**src/rtl/ex_mem_stage_pkg.sv**
```systemverilog
// Shared definitions for the EX/MEM stage: exception codes, stage FSM encoding
// and the ALU op encodings used by the EX stage.
package ex_mem_stage_pkg;

   localparam int unsigned CAUSE_W  = 5;

   localparam int unsigned EXC_OV   = 12;
   localparam int unsigned EXC_ADEL = 4;
   localparam int unsigned EXC_ADES = 5;

   typedef enum logic {
      RUN      = 1'b0,
      EXC_WAIT = 1'b1
   } state_e;

   typedef enum logic [3:0] {
      ALU_ADD  = 4'd0,
      ALU_ADDU = 4'd1,
      ALU_SUB  = 4'd2,
      ALU_SUBU = 4'd3,
      ALU_AND  = 4'd4,
      ALU_OR   = 4'd5,
      ALU_XOR  = 4'd6,
      ALU_NOR  = 4'd7,
      ALU_SLT  = 4'd8,
      ALU_SLTU = 4'd9,
      ALU_SLL  = 4'd10,
      ALU_SRL  = 4'd11,
      ALU_SRA  = 4'd12,
      ALU_LUI  = 4'd13
   } alu_op_e;

   function automatic logic misaligned_word(input logic [1:0] addr_lo);
      return addr_lo != 2'b00;
   endfunction

endpackage

```
**src/rtl/ex_mem_stage_exc_detect.sv**
```systemverilog
// Combinational fault classifier for the EX/MEM stage: overflow takes
// priority over load address error, which takes priority over store address error.
module ex_mem_stage_exc_detect
   import ex_mem_stage_pkg::*;
#(
   parameter int unsigned OV_CODE   = 12,
   parameter int unsigned ADEL_CODE = 4,
   parameter int unsigned ADES_CODE = 5
) (
   input  logic               alu_exception,
   input  logic               mem_read,
   input  logic               mem_write,
   input  logic [1:0]         addr_lo,
   output logic               fault,
   output logic [CAUSE_W-1:0] cause
);

   always_comb begin
      fault = 1'b0;
      cause = '0;
      if (alu_exception) begin
         fault = 1'b1;
         cause = CAUSE_W'(OV_CODE);
      end else if (mem_read && misaligned_word(addr_lo)) begin
         fault = 1'b1;
         cause = CAUSE_W'(ADEL_CODE);
      end else if (mem_write && misaligned_word(addr_lo)) begin
         fault = 1'b1;
         cause = CAUSE_W'(ADES_CODE);
      end
   end

endmodule

```
**src/rtl/ex_mem_stage.sv**
```systemverilog
// EX/MEM pipeline register with overflow / misaligned-access exception capture.
// Optional forwarding outputs are enabled by defining EX_MEM_FWD_EN.
module ex_mem_stage #(
   parameter int unsigned DATA_W     = 32,
   parameter int unsigned REG_ADDR_W = 5,
   parameter int unsigned EXC_OV     = ex_mem_stage_pkg::EXC_OV,
   parameter int unsigned EXC_ADEL   = ex_mem_stage_pkg::EXC_ADEL,
   parameter int unsigned EXC_ADES   = ex_mem_stage_pkg::EXC_ADES
) (
   input  logic                  i_clk,
   input  logic                  i_rst,
   input  logic                  i_valid,
   output logic                  o_ready,
   input  logic [DATA_W-1:0]     i_alu_result,
   input  logic                  i_alu_exception,
   input  logic [DATA_W-1:0]     i_store_data,
   input  logic [REG_ADDR_W-1:0] i_dest_reg,
   input  logic                  i_reg_write,
   input  logic                  i_mem_read,
   input  logic                  i_mem_write,
   input  logic [DATA_W-1:0]     i_pc,
   input  logic                  i_stall,
   input  logic                  i_flush,
   input  logic                  i_exc_ack,
   output logic                  o_valid,
   output logic [DATA_W-1:0]     o_alu_result,
   output logic [DATA_W-1:0]     o_store_data,
   output logic [REG_ADDR_W-1:0] o_dest_reg,
   output logic                  o_reg_write,
   output logic                  o_mem_read,
   output logic                  o_mem_write,
   output logic                  o_exc_req,
   output logic [DATA_W-1:0]     o_epc,
   output logic [4:0]            o_cause,
   output logic                  o_fwd_valid,
   output logic [REG_ADDR_W-1:0] o_fwd_reg,
   output logic [DATA_W-1:0]     o_fwd_data
);

   import ex_mem_stage_pkg::*;

   state_e       state_q;
   state_e       state_d;
   logic         fault;
   logic [4:0]   fault_cause;

   ex_mem_stage_exc_detect #(
      .OV_CODE   (EXC_OV),
      .ADEL_CODE (EXC_ADEL),
      .ADES_CODE (EXC_ADES)
   ) u_exc_detect (
      .alu_exception (i_alu_exception),
      .mem_read      (i_mem_read),
      .mem_write     (i_mem_write),
      .addr_lo       (i_alu_result[1:0]),
      .fault         (fault),
      .cause         (fault_cause)
   );

   // A flush in the same cycle as a faulting accept suppresses the exception.
   always_comb begin
      state_d = state_q;
      o_ready = 1'b1;
      case (state_q)
         RUN: begin
            o_ready = !i_stall;
            if (i_valid && !i_stall && fault && !i_flush)
               state_d = EXC_WAIT;
         end
         EXC_WAIT: begin
            if (i_exc_ack)
               state_d = RUN;
         end
      endcase
   end

   always_ff @(posedge i_clk) begin
      if (i_rst) begin
         state_q      <= RUN;
         o_valid      <= 1'b0;
         o_alu_result <= '0;
         o_store_data <= '0;
         o_dest_reg   <= '0;
         o_reg_write  <= 1'b0;
         o_mem_read   <= 1'b0;
         o_mem_write  <= 1'b0;
         o_epc        <= '0;
         o_cause      <= '0;
      end else begin
         state_q <= state_d;
         if (i_flush || state_q == EXC_WAIT) begin
            // Anything arriving while an exception is pending is discarded.
            o_valid     <= 1'b0;
            o_reg_write <= 1'b0;
            o_mem_read  <= 1'b0;
            o_mem_write <= 1'b0;
         end else if (!i_stall) begin
            if (i_valid) begin
               o_valid      <= 1'b1;
               o_alu_result <= i_alu_result;
               o_store_data <= i_store_data;
               o_dest_reg   <= i_dest_reg;
               if (fault) begin
                  o_reg_write <= 1'b0;
                  o_mem_read  <= 1'b0;
                  o_mem_write <= 1'b0;
                  o_epc       <= i_pc;
                  o_cause     <= fault_cause;
               end else begin
                  o_reg_write <= i_reg_write;
                  o_mem_read  <= i_mem_read;
                  o_mem_write <= i_mem_write;
               end
            end else begin
               o_valid     <= 1'b0;
               o_reg_write <= 1'b0;
               o_mem_read  <= 1'b0;
               o_mem_write <= 1'b0;
            end
         end
      end
   end

   assign o_exc_req = (state_q == EXC_WAIT);

`ifdef EX_MEM_FWD_EN
   assign o_fwd_valid = o_valid && o_reg_write && !o_mem_read && (o_dest_reg != '0);
   assign o_fwd_reg   = o_dest_reg;
   assign o_fwd_data  = o_alu_result;
`else
   assign o_fwd_valid = 1'b0;
   assign o_fwd_reg   = '0;
   assign o_fwd_data  = '0;
`endif

endmodule

```
**config.mk**
```make
export PLATFORM = sky130hd
export DESIGN_NAME = ex_mem_stage
export DESIGN_NICKNAME = d
export VERILOG_FILES = /design/src/rtl/ex_mem_stage_pkg.sv /design/src/rtl/ex_mem_stage_exc_detect.sv /design/src/rtl/ex_mem_stage.sv
export SDC_FILE = /design/constraint.sdc
export NUM_CORES = 1
export LEC_CHECK = 0
export ABC_AREA = 1
export CAP_MARGIN = 30
export CORE_ASPECT_RATIO = 1.1
export CORE_MARGIN = 2
export CORE_UTILIZATION = 43
export CTS_CLUSTER_SIZE = 14
export DETAILED_ROUTE_END_ITERATION = 7
export PLACE_DENSITY = 0.91
export RECOVER_POWER = 25
export SLEW_MARGIN = 20
export SYNTH_ARGS = -nofsm -noshare
export SYNTH_HDL_FRONTEND = slang
export SYNTH_HIERARCHICAL = 1
export SYNTH_SLANG_ARGS = --single-unit
```
**constraint.sdc**
```tcl
create_clock -name i_clk -period 2.1 [get_ports i_clk]
set_input_delay 0.315 -clock i_clk [delete_from_list [all_inputs] [get_ports i_clk]]
set_output_delay 0.315 -clock i_clk [all_outputs]
set_load 0.01 [all_outputs]
```
* Yosys cells after proc, flatten, opt, wreduce, memory -nomap -nowiden *
Cells that the tools add are included.

cells by class
  bitwise logic cells = 3
  reductions and logical operators = 12
  mux-type cells = 17

operators by type and width
  cell               number
  $mux 1             13
  $mux 5             2
  $logic_and 1x1->1  5
  $reduce_and 4->1   1
  $mux 3             1
  $not 1->1          3
  $reduce_and 3->1   1
  $logic_not 1->1    2
  $pmux 1 s2         1
  $reduce_bool 2->1  1
  $reduce_or 2->1    1
  $logic_or 1x1->1   1

storage, ports and cells
  input bits = 111
  bits in registers = 111

* Longest topological paths before layout *
Gate-level depths: netlist (run 1).

  depth after elaboration = 9
  depth in mapped cells = 12
  depth with buffers taken out = 10

* By module *
Netlist (run 1), hierarchy kept.

by module, submodules not included
  module                   area each (sq um)  instances  cells an instance
  ex_mem_stage             4,797.1            1          685
  ex_mem_stage_exc_detect  85.1               1          17

* Least setup slack after synthesis (run 1) *
OpenSTA, ideal clock, no wires.

  kind = in2reg
  start point = in i_alu_result[0]
  end point = reg o_epc[25]
  cell stages on the path = 9
  path buffers = 2
  slack = 0.771 ns
  data required time = 1.990 ns
  data arrival time = 1.219 ns
  cells stage by stage = inv_1 > nand2_2 > nand2_1 > nand2_1 > buf_2 > clkbuf_1 > nand4_1 > nand2_1 > nor2_1

on the way
  longest elaborated chain between the ends = 6
  elaborated cells on any way between the ends = 7

ends and longest elaborated chain
  element                              line                           RTL
  start: declaration                   ex_mem_stage.sv:14             input logic [DATA_W-1:0] i_alu_result,
  $reduce_bool 2->1 *                  ex_mem_stage_pkg.sv:34         return addr_lo != 2'b00;
  $logic_and 1x1->1                    ex_mem_stage_exc_detect.sv:27  end else if (mem_write && misaligned_word(addr_lo)) begin
  $mux 1                               ex_mem_stage_exc_detect.sv:27
  $mux 1 *                             ex_mem_stage_exc_detect.sv:24  end else if (mem_read && misaligned_word(addr_lo)) begin
  $mux 1 *                             ex_mem_stage_exc_detect.sv:21  if (alu_exception) begin
  net fault                            ex_mem_stage.sv:44             logic fault;
  $reduce_and 4->1 (no source line) *  n/a
  end signal: assignment               ex_mem_stage.sv:107            o_epc <= i_pc;
  end: declaration                     ex_mem_stage.sv:33             output logic [DATA_W-1:0] o_epc,

The timed path passes the listed nets; every way through them passes the cells marked *.
A chain may end at the register's enable or synchronous reset.

* Worst setup path in the final report (run 1) *
  start point = in i_stall
  end point = out o_ready

on the way
  longest elaborated chain between the ends = 2

ends and longest elaborated chain
  element             line                RTL
  start: declaration  ex_mem_stage.sv:22  input logic i_stall,
  $logic_not 1->1     n/a
  $mux 1              ex_mem_stage.sv:64  case (state_q)
  end: declaration    ex_mem_stage.sv:13  output logic o_ready,

No other way between the ends.

==> impl_metrics.ini, run 1 <==
[timing]
drv_slew = 0
setup-violations-final = 0
timing_hold_violations_final = 0
fin_crit_ns = 1.93
hold_ws_ns = 0.476
timing.setup.tns_ns = 0
worst_clock_skew_ns = 0.00629
achievable-frequency_mhz = 517
final.period_utilization_pct = 92.0
unrepaired_setup_endpoints_after_global_routing = false
tightest_slew_ns = 0.787
worst_slew_margin_rel_pct = 47.5

[global_routing]
first_global_vias = 4415
grt-ovfl-total = 0
top_usage_layer = met2
grt.total_usage_pct = 21.4
global_route_wire_length_before_repair_microns = 21100
use_met3_pct = 7.42
grt_util_met1_pct = 24.6
largest_net_degree_at_the_start_of_global_routing = 60
antenna_found_initial = 0
grtUsageMet2_pct = 37.5

[cells_and_area]
nFillCells = 900
post_layout_nonfiller_instances = 1054
final_nets = 1013
biggestRegsByFlops = o_alu_result x32, o_epc x32, o_store_data x32
synthToLayoutAreaGrowth_pct = 51.0
antenna_cells = 0
drive_gt1_share_pct = 3.86

[place]
number_of_cells_after_detailed_placement = 1038
placement.io_buffers = 222
gpl.final_weighted_congestion = 0.792
dpl.hpwl_microns = 9560

[route]
dr_pass1_iterations = 5
detailed_route_wire_length_microns = 13100
drt-initial-drc-count = 201
vias_per_instance = 4.50
route.vias.total = 4746
wl_per_cell_microns = 12.4
detail_route.drc_violations = 0
routed_antenna_nets = 0

[clock_tree]
post-cts-setup-buffers = 0
clk_pin_slew_worst_paths_ns = 0.07
insertion_delay_ns = 0.33
cts_max_level = 3
clock-root-buffer = sky130_fd_sc_hd__clkbuf_16
post_cts_hold_buffer_count = 0
cts_resized = 0
number_of_cts_inserted_buffers = 9
clock_tree_from_tritoncts = done
clkSinkCount = 111
clock_path_buffers = 2

[worst_setup_path]
worst_ep_required_time_ns = 1.78
critPathLaunchType = primary input
setup.worst_path.class = primary input to output pin
arrival_time_of_the_worst_setup_path_ns = 1.62
crit_fanout = 3
end_kind = output pin

[yosys]
post_synth_inst_count = 702
synthesis.area_per_instance_sq_um = 6.95
synth_warnings = 6
yosys.cell_types.count = 23
postSynthRegisterBits = 111
synth.area.top_cells = sky130_fd_sc_hd__dfxtp_1 46%, sky130_fd_sc_hd__nor2_1 14%, sky130_fd_sc_hd__inv_1 9.3%, sky130_fd_sc_hd__buf_4 6.8%, sky130_fd_sc_hd__nand2_1 6.4%
syn_area_sq_um = 4880
synth_top_cell_by_area = sky130_fd_sc_hd__dfxtp_1
post_synthesis_sequential_area_ratio_pct = 45.5
synth_top_area_share_pct = 45.5

[die]
die_height_microns = 116
horizontal_die_dimension_microns = 106
num_rows = 40
start_util_pct = 44.3
fp.dieArea_sq_um = 12200
core_region_area_sq_um = 11000
boundaryPins = 261

[flow_run]
timing.max_cap.violations = 0

[run_status]
outcome = finished clean

[power_and_ir_drop]
fin_total_pwr_uw = 5000
power-per-cell-area_nw_per_um2 = 678
leakagePower_uw = 0.00325
ir_worst_vdd_mv = 0.429

[min_path]
hp-class = flip-flop to flip-flop
layer usage:
metal	routed length, microns	vias to the layer above
met5	0	-
met3	1320	18
li1	-	2424
met2	6440	213
met4	232	0
met1	5070	2091
area by class of cell:
type	instances	area, sq um	area share [%]
clock buffers	12	246	3.34
flip-flops and latches	111	2220	30.1
inverters	124	465	6.31
multi-input cells	421	1810	24.6
repair buffers	235	2370	32.1
well taps	147	184	2.49
clock inverters	4	76.3	1.04
worst max-delay path, stage by stage:
cell and delay (ns):
sky130_fd_sc_hd__dlygate4sd3_1 0.65, sky130_fd_sc_hd__nand2_1 0.12, sky130_fd_sc_hd__clkdlybuf4s50_1 0.53
per-stage QoR:
step                      utilization, %  setup slack (ns)  area [sq um]
after floorplan                        -             0.771          5020
after global placement              64.3             0.245          7080
after detailed placement            64.3             0.240          7080
after CTS                           67.2             0.241          7400
after global routing                67.0             0.115          7370
final                               67.0             0.167          7370
worst paths after layout:
check	startpoint	end	slack [ns]	cells past startpoint
max reg2reg	o_exc_req	o_mem_write	0.43	4
max	i_stall	o_ready	0.17	3
min reg2reg	o_mem_write	o_mem_write	0.48	2
min	o_mem_write	o_mem_write	0.48	2
synthesized netlist by cell type:
library cell and number:
sky130_fd_sc_hd__dfxtp_1 111, sky130_fd_sc_hd__clkinv_1 1, sky130_fd_sc_hd__buf_6 4, sky130_fd_sc_hd__nand2_4 1, sky130_fd_sc_hd__conb_1 2, sky130_fd_sc_hd__inv_2 2, sky130_fd_sc_hd__buf_4 44, sky130_fd_sc_hd__nand2_1 83
sky130_fd_sc_hd__buf_1 3, sky130_fd_sc_hd__or2_2 1, sky130_fd_sc_hd__o21ai_0 59, sky130_fd_sc_hd__nand3_1 5, sky130_fd_sc_hd__nand2_2 1, sky130_fd_sc_hd__nand4_1 37, sky130_fd_sc_hd__buf_2 13, sky130_fd_sc_hd__a21oi_1 5
sky130_fd_sc_hd__clkbuf_1 20, sky130_fd_sc_hd__o21ai_1 10, sky130_fd_sc_hd__inv_1 121, sky130_fd_sc_hd__nor2_8 1, sky130_fd_sc_hd__nor2_2 1, sky130_fd_sc_hd__nor2_1 176, sky130_fd_sc_hd__nor2_4 1
power breakdown:
group	internal [uW]	switching, uW	total, uW
Sequential	2210	51.4	2260
Combinational	484	418	903
Clock	1080	747	1830
placed cells by master (no fill, tap or decap), types with 2 or more instances in the layout:
cell type / count
sky130_fd_sc_hd__dlygate4sd3_1: 2
sky130_fd_sc_hd__buf_12: 4
sky130_fd_sc_hd__clkbuf_1: 2
sky130_fd_sc_hd__nand3_1: 5
sky130_fd_sc_hd__clkbuf_4: 2
sky130_fd_sc_hd__a21oi_1: 5
sky130_fd_sc_hd__o21ai_1: 10
sky130_fd_sc_hd__dfxtp_1: 111
sky130_fd_sc_hd__bufinv_16: 2
sky130_fd_sc_hd__conb_1: 40
sky130_fd_sc_hd__buf_4: 6
sky130_fd_sc_hd__inv_1: 122
sky130_fd_sc_hd__o21ai_0: 59
sky130_fd_sc_hd__nand4_1: 37
sky130_fd_sc_hd__clkbuf_16: 9
sky130_fd_sc_hd__nand2_1: 83
sky130_fd_sc_hd__inv_2: 2
sky130_fd_sc_hd__clkdlybuf4s50_1: 220
sky130_fd_sc_hd__nor2_1: 176
logic make-up (layout without fill, tap and decap cells):
family                 after synthesis  in the layout  synth area share, %
AOI/OAI and AO/OA                   74             74                 7.59
DFF                                111            111                 45.5
other                                2             40                0.154
and+or+nand+nor                    307            307                 26.4
buffers and inverters              208            375                 20.3
Note: power is estimated with default switching activity, not from simulation.
==> run 2: changes to the inputs <==
--- a/config.mk
+++ b/config.mk
@@ -9,10 +9,10 @@
 export CAP_MARGIN = 30
 export CORE_ASPECT_RATIO = 1.1
 export CORE_MARGIN = 2
-export CORE_UTILIZATION = 43
+export CORE_UTILIZATION = 36
 export CTS_CLUSTER_SIZE = 14
 export DETAILED_ROUTE_END_ITERATION = 7
-export PLACE_DENSITY = 0.91
+export PLACE_DENSITY = 0.82
 export RECOVER_POWER = 25
 export SLEW_MARGIN = 20
 export SYNTH_ARGS = -nofsm -noshare
==> constraint.sdc (replaced) <==
create_clock -name i_clk -period 1.7 [get_ports i_clk]
set_input_delay 0.255 -clock i_clk [delete_from_list [all_inputs] [get_ports i_clk]]
set_output_delay 0.255 -clock i_clk [all_outputs]
set_load 0.01 [all_outputs]
==> impl_metrics.ini, run 2 (synthesis gave the netlist of run 1 again) <==
[run_status]
outcome = finished clean

[clock_tree]
clock_tree_from_tritoncts = done
post_cts_hold_buffer_count = 0
clk_pin_slew_worst_paths_ns = 0.08
clock-root-buffer = sky130_fd_sc_hd__clkbuf_16
post-cts-setup-buffers = 0
number_of_cts_inserted_buffers = 9
clock_path_buffers = 2
insertion_delay_ns = 0.35
clkSinkCount = 111
cts_max_level = 3

[route]
route.vias.total = 4748
vias_per_instance = 4.40
detailed_route_wire_length_microns = 13300
detail_route.drc_violations = 0
dr_pass1_iterations = 5
wl_per_cell_microns = 12.3
routed_antenna_nets = 0
drt-initial-drc-count = 252

[cells_and_area]
biggestRegsByFlops = o_alu_result x32, o_epc x32, o_store_data x32
synthToLayoutAreaGrowth_pct = 52.8
post-route-util_pct = 56.4
drive_gt1_share_pct = 4.91
layout.cells.most_common = sky130_fd_sc_hd__clkdlybuf4s50_1
final_nets = 1023
most_frequent_cells_in_the_layout = 220 x sky130_fd_sc_hd__clkdlybuf4s50_1, 176 x sky130_fd_sc_hd__nor2_1, 122 x sky130_fd_sc_hd__inv_1
nFillCells = 1222
final_design_area_no_fill_sq_um = 7460
antenna_cells = 0

[place]
dpl.hpwl_microns = 9830
placement.io_buffers = 222
gpl.final_weighted_congestion = 0.818
post_dp_cell_area_sq_um = 7180

[global_routing]
first_global_vias = 4446
grt-ovfl-total = 0
global_route_wire_length_before_repair_microns = 21200
antenna_found_initial = 0
grt.total_usage_pct = 18.4
largest_net_degree_at_the_start_of_global_routing = 45

[worst_setup_path]
reg2reg_depth = 6
critical_path.max_stage_delay_ns = 0.61
arrival_time_of_the_worst_setup_path_ns = 1.30
crit_buf_inv = 1
critPathLaunchType = flip-flop
worst_ep_required_time_ns = 1.44
reg2reg_launch_point = o_exc_req
end_kind = output pin
setup.worst_path.class = flip-flop to output pin
regToRegEndpoint = o_store_data[23]
timing.critical_path.cells = clkdlybuf4s50_1
crit_fanout = 2
setup.reg_to_reg.worst_slack_ns = 0.34
critPathTopFamily = buffers and inverters
critical-path-slowest-cell = sky130_fd_sc_hd__clkdlybuf4s50_1

[power_and_ir_drop]
seqPwrFrac_pct = 46.9
ir_worst_vdd_mv = 0.597
power-per-cell-area_nw_per_um2 = 799
p_switching_uw = 1580
power_frac_clock_pct = 34.0
cell_internal_pwr_uw = 4370
leakagePower_uw = 0.00330
power.combinational.fraction_pct = 19.1
power_switching_share_pct = 26.6

[timing]
unrepaired_setup_endpoints_after_global_routing = false
final.period_utilization_pct = 91.4
hold_ws_ns = 0.483
achievable-frequency_mhz = 644
timing_hold_violations_final = 0
fin_crit_ns = 1.55
drv_slew = 0
worst_clock_skew_ns = 0.0115
setup-violations-final = 0

[flow_run]
timing.max_cap.violations = 0

[min_path]
min_delay_path_depth = 2
hp-class = flip-flop to flip-flop
min-delay-start = o_store_data[0]
holdPathEnd = o_store_data[0]

[die]
start_util_pct = 37.0
die_height_microns = 126
num_rows = 44
core_region_area_sq_um = 13200
fp.dieArea_sq_um = 14500
horizontal_die_dimension_microns = 115
boundaryPins = 261
==> run 2: changes by cell type in the layout (fill, tap and decap cells not counted), sizes merged <==
cell          change
inv               +1
dlygate4sd3       -1
dlymetal6s2s      +1
bufinv            -2
clkinv            +4
buf              +10
clkinvlp          -1
clkbuf            -2
==> run 2: metrics by stage <==
| stage | TNS [ns] | cells | total power [uW] | worst slack (ns) |
|---|---|---|---|---|
| 6_report | 0 | 1078 | 5960 | 0.147 |
| 5_1_grt | 0 | 1078 | 6270 | 0.0756 |
| 2_1_floorplan | 0 | 740 | 3420 | 0.431 |
| 3_5_place_dp | -1.63 | 1062 | 4000 | -0.0598 |
| 3_3_place_gp | -0.0532 | 1062 | 3990 | -0.0204 |
| 4_1_cts | 0 | 1078 | 6050 | 0.0180 |
==> run 2: layout make-up <==
cell class / count / area [sq um] / area share [%]
clock buffers: 10 / 229 / 3.07
clock inverters: 6 / 55.1 / 0.738
inverters: 124 / 465 / 6.24
multi-input cells: 421 / 1810 / 24.2
flip-flops and latches: 111 / 2220 / 29.8
well taps: 161 / 201 / 2.70
repair buffers: 245 / 2480 / 33.2
==> run 2: how the worst max path moves through the flow <==
| stage | start | end | slack [ns] | depth (start not counted) |
|---|---|---|---|---|
| 6_report | o_store_data[2] | o_store_data[2] | 0.15 | 1 |
| 5_1_grt | i_valid | o_epc[13] | 0.08 | 7 |
| 4_1_cts | i_stall | o_ready | 0.02 | 4 |
| 3_5_place_dp | i_alu_result[0] | o_epc[18] | -0.06 | 12 |
| 3_3_place_gp | i_alu_result[0] | o_epc[27] | -0.02 | 12 |
| 2_1_floorplan | i_alu_result[0] | o_epc[25] | 0.43 | 9 |
==> run 2: power by group through the flow <==
stage | Sequential (uW) | Combinational, uW | Clock, uW
CTS | 2800 | 1150 | 2100
floorplan | 2920 | 508 | 0
finish | 2790 | 1140 | 2020
global route | 2810 | 1260 | 2200
global placement | 2850 | 1140 | 0
detailed placement | 2860 | 1150 | 0
==> run 2: timing repair <==
action | CTS | global route
hold endpoints to repair | 0 | 0
gates resized for setup | 0 | 1
endpoints found under the setup margin | 0 | 1
==> run 2: metal layers <==
layer  wire, microns  track usage [%]  part of all wire [%]  vias up
met1            5390             20.4                    41     2078
met2            6240             31.3                    47      207
met4             343             8.08                   2.6        0
met3            1310             6.64                   9.8       21
met5               0                0                     0        -
li1                -                -                     -     2442
==> run 3: changes to the inputs <==
--- a/config.mk
+++ b/config.mk
@@ -7,13 +7,14 @@
 export LEC_CHECK = 0
 export ABC_AREA = 1
 export CAP_MARGIN = 30
-export CORE_ASPECT_RATIO = 1.1
-export CORE_MARGIN = 2
-export CORE_UTILIZATION = 36
+export CORE_AREA = 2 2 102 104
 export CTS_CLUSTER_SIZE = 14
 export DETAILED_ROUTE_END_ITERATION = 7
-export PLACE_DENSITY = 0.82
+export DIE_AREA = 0 0 104 106
+export DONT_BUFFER_PORTS = 1
+export PLACE_DENSITY = 0.71
 export RECOVER_POWER = 25
+export SKIP_CTS_REPAIR_TIMING = 1
 export SLEW_MARGIN = 20
 export SYNTH_ARGS = -nofsm -noshare
 export SYNTH_HDL_FRONTEND = slang
==> impl_metrics.ini, run 3 (synthesis gave the netlist of run 1 again) <==
[power_and_ir_drop]
power-per-cell-area_nw_per_um2 = 995
power_switching_share_pct = 27.8
p_switching_uw = 1380
power_frac_clock_pct = 31.6
leakagePower_uw = 0.00236
power.combinational.fraction_pct = 10.3
ir_worst_vdd_mv = 0.540
cell_internal_pwr_uw = 3590
seqPwrFrac_pct = 58.1

[global_routing]
grt.total_usage_pct = 19.9
global_route_wire_length_before_repair_microns = 17900
antenna_found_initial = 0
grt-ovfl-total = 0
first_global_vias = 3712
largest_net_degree_at_the_start_of_global_routing = 59

[place]
post_dp_cell_area_sq_um = 4790
number_of_cells_after_detailed_placement = 805
dpl.hpwl_microns = 8260
gpl.final_weighted_congestion = 0.785
placement.io_buffers = 0

[cells_and_area]
biggestRegsByFlops = o_alu_result x32, o_epc x32, o_store_data x32
drive_gt1_share_pct = 5.39
most_frequent_cells_in_the_layout = 176 x sky130_fd_sc_hd__nor2_1, 121 x sky130_fd_sc_hd__inv_1, 111 x sky130_fd_sc_hd__dfxtp_1
layout.cells.most_common = sky130_fd_sc_hd__nor2_1
antenna_cells = 0
post-route-util_pct = 50.0
final_design_area_no_fill_sq_um = 5000
ff_latch_area_sq_um = 2220
synthToLayoutAreaGrowth_pct = 2.38
final_nets = 792
post_layout_nonfiller_instances = 822
multiInputGateArea_sq_um = 1810
nFillCells = 1003

[route]
vias_per_instance = 4.72
detailed_route_wire_length_microns = 11200
drt-initial-drc-count = 224
detail_route.drc_violations = 0
route.vias.total = 3883
dr_pass1_iterations = 4
wl_per_cell_microns = 13.6
routed_antenna_nets = 0

[die]
fp.dieArea_sq_um = 11000
horizontal_die_dimension_microns = 104
die_height_microns = 106
num_rows = 37
core_region_area_sq_um = 10000
boundaryPins = 261
start_util_pct = 48.8

[min_path]
min_delay_path_depth = 2
hp-class = primary input to flip-flop
holdPathEnd = o_reg_write
min-delay-start = i_stall

[flow_run]
timing.max_cap.violations = 0

[timing]
setup-violations-final = 0
achievable-frequency_mhz = 730
unrepaired_setup_endpoints_after_global_routing = false
timing.setup.tns_ns = 0
final.period_utilization_pct = 80.6
fin_crit_ns = 1.37
worst_clock_skew_ns = 0.00749
drv_slew = 0
timing_hold_violations_final = 0

[worst_setup_path]
critPathLaunchType = flip-flop
worst_ep_required_time_ns = 1.99
reg2reg_depth = 6
reg2reg_launch_point = o_exc_req
arrival_time_of_the_worst_setup_path_ns = 1.66
setup.reg_to_reg.worst_slack_ns = 0.33
setup.worst_path.class = flip-flop to flip-flop
end_kind = flip-flop
crit_fanout = 31
regToRegEndpoint = o_alu_result[2]

[clock_tree]
clock_tree_from_tritoncts = done
clkSinkCount = 111
clk_pin_slew_worst_paths_ns = 0.10
cts_max_level = 3
clock_path_buffers = 2
insertion_delay_ns = 0.36
clock-root-buffer = sky130_fd_sc_hd__clkbuf_8
number_of_cts_inserted_buffers = 9

[run_status]
outcome = finished clean
## run 3: changes by cell type in the layout (fill, tap and decap cells not counted), moves of 3 or more
cell	before	now
sky130_fd_sc_hd__clkinv_4	4	1
sky130_fd_sc_hd__buf_12	7	2
sky130_fd_sc_hd__clkbuf_16	9	0
sky130_fd_sc_hd__clkbuf_2	3	0
sky130_fd_sc_hd__clkdlybuf4s50_1	220	0
sky130_fd_sc_hd__clkbuf_8	0	9
sky130_fd_sc_hd__clkinvlp_4	0	3
## run 3: power by group through the flow
| stage | Clock (uW) | Combinational [uW] | Sequential [uW] |
|---|---|---|---|
| finish | 1570 | 513 | 2890 |
| global route | 1730 | 603 | 2910 |
| CTS | 1640 | 513 | 2900 |
| detailed placement | 0 | 512 | 2950 |
| global placement | 0 | 490 | 2950 |
| floorplan | 0 | 508 | 2920 |
## run 3: cell type report
| cell class | instances | share of cell area (%) |
|---|---|---|
| Clock inverter | 6 | 1.40 |
| Sequential cell | 111 | 44.5 |
| Inverter | 124 | 9.31 |
| Timing Repair Buffer | 14 | 2.65 |
| Tap cell | 136 | 3.40 |
| Multi-Input combinational cell | 421 | 36.2 |
| Clock buffer | 10 | 2.55 |
## run 3: worst max-delay path: stages, from the launching register on
cell and delay, ns:
sky130_fd_sc_hd__dfxtp_1 0.39, sky130_fd_sc_hd__nor2_4 0.23, sky130_fd_sc_hd__nand2_4 0.08, sky130_fd_sc_hd__inv_2 0.09
sky130_fd_sc_hd__buf_4 0.30, sky130_fd_sc_hd__nor2_1 0.07, sky130_fd_sc_hd__nor2_1 0.13
## run 3: through the flow
step | hold WS (ns) | setup slack (ns) | total power [uW]
detailed placement | 0.330 | 0.343 | 3470
global placement | 0.333 | 0.388 | 3440
finish | 0.0363 | 0.330 | 4980
global route | 0.00872 | 0.212 | 5240
floorplan | 0.324 | 0.431 | 3420
CTS | -0.0733 | 0.327 | 5050
## run 3: how the worst max path moves through the flow
stage	start	end	slack (ns)	cells after the start
floorplan	i_alu_result[0]	o_epc[25]	0.43	9
global placement	i_alu_result[0]	o_cause[1]	0.39	11
detailed placement	i_valid	o_alu_result[2]	0.34	7
CTS	o_exc_req	o_alu_result[2]	0.33	6
global route	o_exc_req	o_alu_result[2]	0.21	6
finish	o_exc_req	o_alu_result[2]	0.33	6
## run 3: metal layers
metal  track usage [%]  share of wire (%)  vias to the layer above
li1                  -                  -                     1977
met1              21.7                 39                     1710
met2              34.9                 49                      173
met3              8.28                 10                       23
met4              7.05                1.7                        0
met5                 0                  0                        -
